`src/rtl/tetron_pkg.sv`:
```
// tetron_pkg: shared types and constant tables for the tetromino shaper.
// Base table holds rotation-0 (v,h) offsets, blk1 first.
package tetron_pkg;

  typedef enum logic [2:0] {
    P_I, P_O, P_T, P_S, P_Z, P_J, P_LA, P_EMPTY
  } piece_t;

  typedef enum logic [2:0] {
    S_IDLE, S_PROPOSE, S_WAIT, S_RESOLVE, S_DONE
  } state_t;

  localparam int BASE_V [7][4] = '{
    '{0, 0,  0,  0},
    '{0, 0,  1,  1},
    '{0, 0,  0, -1},
    '{0, 0, -1, -1},
    '{0, 0, -1, -1},
    '{0, 0,  0, -1},
    '{0, 0,  0, -1}
  };

  localparam int BASE_H [7][4] = '{
    '{0,  1, -1,  2},
    '{0,  1,  0,  1},
    '{0,  1, -1,  0},
    '{0, -1,  0,  1},
    '{0,  1,  0, -1},
    '{0,  1, -1,  1},
    '{0,  1, -1, -1}
  };

  localparam int KICK_SEQ [4] = '{1, -1, 2, -2};

  // attempt 0 is the unshifted try
  function automatic int kick_of(input logic [2:0] idx);
    case (idx)
      3'd1:    kick_of = KICK_SEQ[0];
      3'd2:    kick_of = KICK_SEQ[1];
      3'd3:    kick_of = KICK_SEQ[2];
      3'd4:    kick_of = KICK_SEQ[3];
      default: kick_of = 0;
    endcase
  endfunction

endpackage

```
`src/rtl/tetron_shaper_if.sv`:
```
// tetron_shaper_if: controller, checker and renderer signals of the shaper.
// master drives requests and checker responses; slave is the shaper.
interface tetron_shaper_if #(
  parameter int OFFSET_W = 5
);
  import tetron_pkg::*;

  logic                  piece_load;
  piece_t                piece_type;
  logic                  rot_req;
  logic                  rot_dir;
  logic                  rot_ready;
  logic                  chk_valid;
  logic [4*OFFSET_W-1:0] chk_voffset;
  logic [4*OFFSET_W-1:0] chk_hoffset;
  logic [OFFSET_W-1:0]   chk_kick;
  logic                  chk_done;
  logic                  chk_ok;
  logic [4*OFFSET_W-1:0] blk_voffset;
  logic [4*OFFSET_W-1:0] blk_hoffset;
  logic [1:0]            rotation;
  logic                  rot_done;
  logic                  rot_ok;
  logic [OFFSET_W-1:0]   kick_h;

  modport master (
    output piece_load, piece_type, rot_req, rot_dir,
    output chk_done, chk_ok,
    input  rot_ready, chk_valid, chk_voffset, chk_hoffset,
    input  chk_kick, blk_voffset, blk_hoffset, rotation,
    input  rot_done, rot_ok, kick_h
  );

  modport slave (
    input  piece_load, piece_type, rot_req, rot_dir,
    input  chk_done, chk_ok,
    output rot_ready, chk_valid, chk_voffset, chk_hoffset,
    output chk_kick, blk_voffset, blk_hoffset, rotation,
    output rot_done, rot_ok, kick_h
  );

endinterface

```
`src/rtl/tetron_rotate.sv`:
```
// tetron_rotate: quarter-turn of one (v,h) offset pair.
// cw maps (v,h) to (h,-v); ccw maps (v,h) to (-h,v).
module tetron_rotate #(
  parameter int OFFSET_W = 5
) (
  input  logic [OFFSET_W-1:0] v,
  input  logic [OFFSET_W-1:0] h,
  input  logic                ccw,
  output logic [OFFSET_W-1:0] rv,
  output logic [OFFSET_W-1:0] rh
);

  always_comb begin
    if (ccw) begin
      rv = -h;
      rh = v;
    end else begin
      rv = h;
      rh = -v;
    end
  end

endmodule

```
`src/rtl/tetron_shaper.sv`:
```
// tetron_shaper: tetromino offset generator with checked rotation
// and horizontal wall-kick retries.
module tetron_shaper
  import tetron_pkg::*;
#(
  parameter int OFFSET_W = 5,
  parameter int N_KICKS  = 2
) (
  input logic            clk,
  input logic            rst_n,
  tetron_shaper_if.slave bus
);

  localparam int VW = 4 * OFFSET_W;

  state_t              state, nstate;
  piece_t              ptype;
  logic                dir, ok;
  logic [2:0]          kidx;
  logic [1:0]          rot;
  logic [VW-1:0]       blk_v, blk_h;
  logic [VW-1:0]       cand_v, cand_h;
  logic [VW-1:0]       rot_v, rot_h;
  logic [VW-1:0]       load_v, load_h;
  logic [OFFSET_W-1:0] kick, kick_h;
  logic                last_try, fixed;

  assign last_try = kidx >= 3'(N_KICKS);
  assign fixed    = (ptype == P_O) || (ptype == P_EMPTY);

  for (genvar b = 0; b < 4; b++) begin : g_rot
    tetron_rotate #(.OFFSET_W(OFFSET_W)) u_rot (
      .v   (blk_v[b*OFFSET_W +: OFFSET_W]),
      .h   (blk_h[b*OFFSET_W +: OFFSET_W]),
      .ccw (dir),
      .rv  (rot_v[b*OFFSET_W +: OFFSET_W]),
      .rh  (rot_h[b*OFFSET_W +: OFFSET_W])
    );
  end

  always_comb begin
    load_v = '0;
    load_h = '0;
    if (bus.piece_type != P_EMPTY) begin
      for (int b = 0; b < 4; b++) begin
        load_v[b*OFFSET_W +: OFFSET_W] =
          OFFSET_W'(BASE_V[bus.piece_type][b]);
        load_h[b*OFFSET_W +: OFFSET_W] =
          OFFSET_W'(BASE_H[bus.piece_type][b]);
      end
    end
  end

  always_ff @(posedge clk or negedge rst_n) begin
    if (!rst_n) state <= S_IDLE;
    else        state <= nstate;
  end

  always_comb begin
    nstate = state;
    unique case (state)
      S_IDLE:
        if (bus.rot_req)
          nstate = fixed ? S_DONE : S_PROPOSE;
      S_PROPOSE: nstate = S_WAIT;
      S_WAIT:
        if (bus.chk_done)
          nstate = (bus.chk_ok || last_try) ? S_RESOLVE : S_PROPOSE;
      S_RESOLVE: nstate = S_DONE;
      S_DONE:    nstate = S_IDLE;
      default:   nstate = S_IDLE;
    endcase
    if (bus.piece_load) nstate = S_IDLE;
  end

  always_ff @(posedge clk or negedge rst_n) begin
    if (!rst_n) begin
      ptype  <= P_EMPTY;
      dir    <= 1'b0;
      ok     <= 1'b0;
      kidx   <= '0;
      rot    <= '0;
      blk_v  <= '0;
      blk_h  <= '0;
      cand_v <= '0;
      cand_h <= '0;
      kick   <= '0;
      kick_h <= '0;
    end else if (bus.piece_load) begin
      ptype <= bus.piece_type;
      rot   <= '0;
      blk_v <= load_v;
      blk_h <= load_h;
    end else begin
      unique case (state)
        S_IDLE:
          if (bus.rot_req) begin
            dir  <= bus.rot_dir;
            kidx <= '0;
            ok   <= (ptype == P_O);
            if (fixed) kick_h <= '0;
            // O keeps its shape; only the index turns
            if (ptype == P_O)
              rot <= bus.rot_dir ? rot - 2'd1 : rot + 2'd1;
          end
        S_PROPOSE: begin
          cand_v <= rot_v;
          cand_h <= rot_h;
          kick   <= OFFSET_W'(kick_of(kidx));
        end
        S_WAIT:
          if (bus.chk_done) begin
            ok <= bus.chk_ok;
            if (!bus.chk_ok && !last_try) kidx <= kidx + 3'd1;
          end
        S_RESOLVE:
          if (ok) begin
            blk_v  <= cand_v;
            blk_h  <= cand_h;
            rot    <= dir ? rot - 2'd1 : rot + 2'd1;
            kick_h <= kick;
          end else begin
            kick_h <= '0;
          end
        default: ;
      endcase
    end
  end

  assign bus.rot_ready   = (state == S_IDLE);
  assign bus.chk_valid   = (state == S_WAIT);
  assign bus.rot_done    = (state == S_DONE);
  assign bus.rot_ok      = (state == S_DONE) && ok;
  assign bus.chk_voffset = cand_v;
  assign bus.chk_hoffset = cand_h;
  assign bus.chk_kick    = kick;
  assign bus.blk_voffset = blk_v;
  assign bus.blk_hoffset = blk_h;
  assign bus.rotation    = rot;
  assign bus.kick_h      = kick_h;

endmodule
```
`src/flat_wrapper.sv`:
```
// flat-port wrapper written by rule: the top's interface ports become plain ports
module tetron_shaper_flat import tetron_pkg::*;
#(
  parameter int OFFSET_W = 5,
  parameter int N_KICKS  = 2
)
  (clk, rst_n, bus_piece_load, bus_piece_type, bus_rot_req, bus_rot_dir, bus_chk_done, bus_chk_ok, bus_rot_ready, bus_chk_valid, bus_chk_voffset, bus_chk_hoffset, bus_chk_kick, bus_blk_voffset, bus_blk_hoffset, bus_rotation, bus_rot_done, bus_rot_ok, bus_kick_h);
  tetron_shaper_if #(.OFFSET_W(OFFSET_W)) bus_i ();
  input logic clk;
  input logic rst_n;
  input wire logic [$bits(bus_i.piece_load)-1:0] bus_piece_load;
  input wire logic [$bits(bus_i.piece_type)-1:0] bus_piece_type;
  input wire logic [$bits(bus_i.rot_req)-1:0] bus_rot_req;
  input wire logic [$bits(bus_i.rot_dir)-1:0] bus_rot_dir;
  input wire logic [$bits(bus_i.chk_done)-1:0] bus_chk_done;
  input wire logic [$bits(bus_i.chk_ok)-1:0] bus_chk_ok;
  output wire logic [$bits(bus_i.rot_ready)-1:0] bus_rot_ready;
  output wire logic [$bits(bus_i.chk_valid)-1:0] bus_chk_valid;
  output wire logic [$bits(bus_i.chk_voffset)-1:0] bus_chk_voffset;
  output wire logic [$bits(bus_i.chk_hoffset)-1:0] bus_chk_hoffset;
  output wire logic [$bits(bus_i.chk_kick)-1:0] bus_chk_kick;
  output wire logic [$bits(bus_i.blk_voffset)-1:0] bus_blk_voffset;
  output wire logic [$bits(bus_i.blk_hoffset)-1:0] bus_blk_hoffset;
  output wire logic [$bits(bus_i.rotation)-1:0] bus_rotation;
  output wire logic [$bits(bus_i.rot_done)-1:0] bus_rot_done;
  output wire logic [$bits(bus_i.rot_ok)-1:0] bus_rot_ok;
  output wire logic [$bits(bus_i.kick_h)-1:0] bus_kick_h;
  assign bus_i.piece_load = bus_piece_load;
  assign bus_i.piece_type = bus_piece_type;
  assign bus_i.rot_req = bus_rot_req;
  assign bus_i.rot_dir = bus_rot_dir;
  assign bus_i.chk_done = bus_chk_done;
  assign bus_i.chk_ok = bus_chk_ok;
  assign bus_rot_ready = bus_i.rot_ready;
  assign bus_chk_valid = bus_i.chk_valid;
  assign bus_chk_voffset = bus_i.chk_voffset;
  assign bus_chk_hoffset = bus_i.chk_hoffset;
  assign bus_chk_kick = bus_i.chk_kick;
  assign bus_blk_voffset = bus_i.blk_voffset;
  assign bus_blk_hoffset = bus_i.blk_hoffset;
  assign bus_rotation = bus_i.rotation;
  assign bus_rot_done = bus_i.rot_done;
  assign bus_rot_ok = bus_i.rot_ok;
  assign bus_kick_h = bus_i.kick_h;
  tetron_shaper #(.OFFSET_W(OFFSET_W), .N_KICKS(N_KICKS)) u_core (.clk(clk), .rst_n(rst_n), .bus(bus_i));
endmodule
```
`config.mk`:
```
export PLATFORM = sky130hd
export DESIGN_NAME = tetron_shaper_flat
export DESIGN_NICKNAME = d
export VERILOG_FILES = /design/src/rtl/tetron_pkg.sv /design/src/rtl/tetron_shaper_if.sv /design/src/rtl/tetron_rotate.sv /design/src/rtl/tetron_shaper.sv /design/src/flat_wrapper.sv
export SDC_FILE = /design/constraint.sdc
export NUM_CORES = 1
export LEC_CHECK = 0
export CAP_MARGIN = 10
export CORE_MARGIN = 2
export CORE_UTILIZATION = 51
export DETAILED_ROUTE_END_ITERATION = 6
export PLACE_DENSITY = 0.9
export SYNTH_ARGS = -nofsm -noshare
export SYNTH_HDL_FRONTEND = slang
export SYNTH_SLANG_ARGS = --single-unit
```
`constraint.sdc`:
```
create_clock -name clk -period 1.9 [get_ports clk]
set_input_delay 0.285 -clock clk [delete_from_list [all_inputs] [get_ports clk]]
set_output_delay 0.285 -clock clk [all_outputs]
set_load 0.03 [all_outputs]
```
==> flow_metrics.env <==
export IMPL_yosysUniqueCellTypes=49
export IMPL_syn_area_per_cell_um2=9.20
export IMPL_worstHoldPathType="primary input to asynchronous set/reset pin"
export IMPL_rows=35
export IMPL_first_pass_iters=5
export IMPL_drive_gt1_frac=0.0836
export IMPL_drt_total_wl_mm=12.7
export IMPL_clk_pin_slew_worst_paths_ns=0.09
export IMPL_syn_cell_area_mm2=0.00495
export IMPL_numPortBuffers=105
export IMPL_internal_power_uw=4680
export IMPL_crit_buf_inv=1
export IMPL_area_growth_pct=27.9
export IMPL_gp_congestion=0.913
export IMPL_leakage_uw=0.00270
export IMPL_sw_frac_of_total=0.390
export IMPL_met2_length_mm=6.29
export IMPL_worstPathRequired_ns=1.62
export IMPL_start_util=0.531
export IMPL_drtIter0Drc=298
export IMPL_grtUsageTotal=0.258
export IMPL_p_switching_uw=3000
export IMPL_die_area_mm2=0.0105
export IMPL_num_vias=4228
export IMPL_yosysSeqAreaShare=0.501
export IMPL_crit_family="buffers and inverters"
export IMPL_numCtsBuffers=9
export IMPL_min_period_ns=1.84
export IMPL_cpMaxStageDelayCell="clkdlybuf4s50_1"
export IMPL_clock_sinks=99
export IMPL_antenna_left=0
export IMPL_cp_start_kind="flip-flop"
export IMPL_die_h_um=103
export IMPL_finalSetupViolCount=0
export IMPL_antennaDiodeCount=0
export IMPL_synth_edf_count=0
export IMPL_grt_setup_unrepaired="no"
export IMPL_clkPwrFrac=0.201
export IMPL_yosysWarningCount=0
export IMPL_cts_max_level=3
export IMPL_drc_errors=0
export IMPL_final_core_util=0.679
export IMPL_clk_latency_ns=0.36
export IMPL_maxSlewHeadroom=0.704
export IMPL_wl_per_cell_um=16.7
export IMPL_cts_root_buf="clkbuf_8"
export IMPL_clock_fmax_ghz=0.545
export IMPL_fin_crit_sh=0.966
export IMPL_cp_max_fo=5
export IMPL_grt_pass1_vias=4298
export IMPL_dp_cells=749
export IMPL_fin_cells=763
export IMPL_critPathArrivalTime_ns=1.55
export IMPL_fin_total_pwr_uw=7680
export IMPL_dr_max_layer_used="met4"
export IMPL_combPwrFrac=0.407
export IMPL_synthCells=538
export IMPL_via_per_inst=5.54
export IMPL_power_density_mw_per_mm2=1210
export IMPL_grt_max_degree=57
export IMPL_syn_num_nets=560
export IMPL_report_final_slew_viol_count=0
export IMPL_die_w_um=103
export IMPL_antenna_found_initial=0
export IMPL_status="complete, no violations"
export IMPL_cap_violations=0
export IMPL_dpl_hpwl_mm=9.07
export IMPL_grt_pass1_wl_mm=21.1
export IMPL_fp_coreArea_mm2=0.00933
export IMPL_skew_ns=0.0116
export IMPL_synthArstFlopShare=1.00
export IMPL_worstMarginPinSlew_ns=0.440
export IMPL_worstSetupEndpointType="output port"
export IMPL_synth_ff_type="dfrtp_1"
export IMPL_met1Wirelength_mm=5.35
export IMPL_ir_drop_v=0.000611
export IMPL_max_stage_delay_ns=0.72
export IMPL_worst_setup_path_type="flip-flop to output port"
export IMPL_io_pins=106
export IMPL_yosys_register_bits=99
export IMPL_nNetsFinal=654
export IMPL_tns_ns=0
export IMPL_wl_met3_um=841
export IMPL_cts_tree="built"
export IMPL_postCtsSetupBuffers=0
export IMPL_clk_path_buf_depth=2
export IMPL_grt_ovfl_total=0
export IMPL_finalHoldViolCount=0
export IMPL_power_share_sequential=0.391
export IMPL_cp_cell_sequence="clkdlybuf4s50_1"
-- power by group through the flow --
stage	clock (uW)	combinational [uW]	sequential [uW]
4_1_cts	1560	3150	3000
3_3_place_gp	0	3030	3020
2_1_floorplan	0	1220	3650
6_report	1550	3130	3010
3_5_place_dp	0	3140	3030
5_1_grt	1650	3350	3070
-- cell usage after synthesis, drive strengths merged (5+ instances only) --
library cell   n  share of area
a21oi         38          0.041
nor2b          7         0.0088
mux2           6          0.014
mux2i         14          0.028
buf           28          0.035
a31oi          8          0.010
o22a           5         0.0088
inv           25          0.019
dfrtp         96           0.49
clkbuf        14          0.011
xnor2         21          0.037
nor3           7         0.0081
nor2          51          0.040
nand2         93          0.071
nand2b         7          0.010
ha            12          0.030
o21ai         59          0.060
o31ai          6         0.0091
-- sequential cells by signal, summed over array words and instances (netlist names) --
name / count
u_core.ptype: 3
u_core.kidx: 3
u_core.ok: 1
u_core.state: 3
u_core.bus.chk_voffset: 20
u_core.dir: 1
u_core.bus.chk_hoffset: 20
u_core.bus.chk_kick: 3
u_core.bus.blk_hoffset: 20
u_core.bus.kick_h: 3
u_core.bus.rotation: 2
u_core.bus.blk_voffset: 20
-- worst register-to-register path: cells and delay by family, from the launching register on --
family | cells | cell delay (ns)
flip-flops | 1 | 0.53
buffers and inverters | 1 | 0.22
AO/OA/AOI/OAI | 1 | 0.08
AND/OR/NAND/NOR | 3 | 0.86
-- layer usage --
layer	up-vias	global-route usage
met5	-	0
met4	0	0.102
met2	168	0.415
met3	23	0.0468
li1	1974	-
met1	2063	0.350
-- through the flow --
stage	hold slack (ns)	cell area [um2]	setup slack, ns
2_1_floorplan	-0.0106	4950	0.206
3_3_place_gp	0.170	6110	0.0239
3_5_place_dp	0.169	6110	-0.0122
4_1_cts	0.314	6340	0.00589
5_1_grt	0.331	6330	0.00426
6_report	0.326	6330	0.0646
-- final timing paths --
| path | from | end | slack [ns] | cells after the start |
|---|---|---|---|---|
| min in group clk | u_core.bus.chk_hoffset[3] | u_core.bus.chk_hoffset[3] | 0.52 | 2 |
| hold reg to reg | u_core.bus.chk_hoffset[3] | u_core.bus.chk_hoffset[3] | 0.52 | 2 |
| max in group asynchronous | rst_n | u_core.bus.chk_hoffset[19] | 0.93 | 3 |
| hold / removal | rst_n | u_core.bus.kick_h[0] | 0.33 | 2 |
| setup reg to reg | u_core.state[2] | u_core.bus.chk_voffset[6] | 0.08 | 5 |
| setup / recovery | u_core.bus.blk_voffset[17] | bus_blk_voffset[17] | 0.06 | 1 |
-- cells in the final DEF, fill, tap and decap left out, types with 3 or more instances in the layout --
master / instances
clkbuf_8: 9
a21boi_0: 4
mux2i_1: 14
dfrtp_1: 96
bufinv_16: 3
a21oi_1: 37
xor2_1: 4
dfstp_2: 3
a31oi_1: 8
ha_1: 12
mux2_2: 4
nor2_2: 3
nand2b_1: 6
o22a_1: 5
and3_1: 4
buf_4: 18
buf_12: 3
o31ai_1: 6
xnor2_1: 21
nand2_1: 92
nor3_1: 6
nor2_1: 48
o21ai_0: 18
clkdlybuf4s50_1: 100
inv_1: 24
nor2b_1: 7
o21ai_1: 41
nand3_1: 3
-- cells by family after synthesis --
family	after synthesis	synth area share
buffers and inverters	67	0.0642
multiplexers	20	0.0420
AO/OA/AOI/OAI	131	0.153
XOR/XNOR	25	0.0442
flip-flops	99	0.501
AND/OR/NAND/NOR	184	0.164
adder cells (fa/ha/maj)	12	0.0303
-- repair_timing --
action / CTS / global route
hold buffers: 1 / 0
hold endpoints to repair: 12 / 0
gates resized for setup: 3 / 5
pin swaps: 0 / 0
endpoints found under the setup margin: 3 / 3
gates cloned: 0 / 0
-- area by class of cell --
| cell class | count | area [um2] |
|---|---|---|
| Sequential cell | 99 | 2480 |
| Timing Repair Buffer | 125 | 1230 |
| Clock buffer | 10 | 128 |
| Inverter | 25 | 93.8 |
| Multi-Input combinational cell | 372 | 2150 |
| Tap cell | 129 | 161 |
| Clock inverter | 3 | 90.1 |
| Fill cell | 757 | 3000 |
No activity file was read; power rests on OpenSTA's default activity.
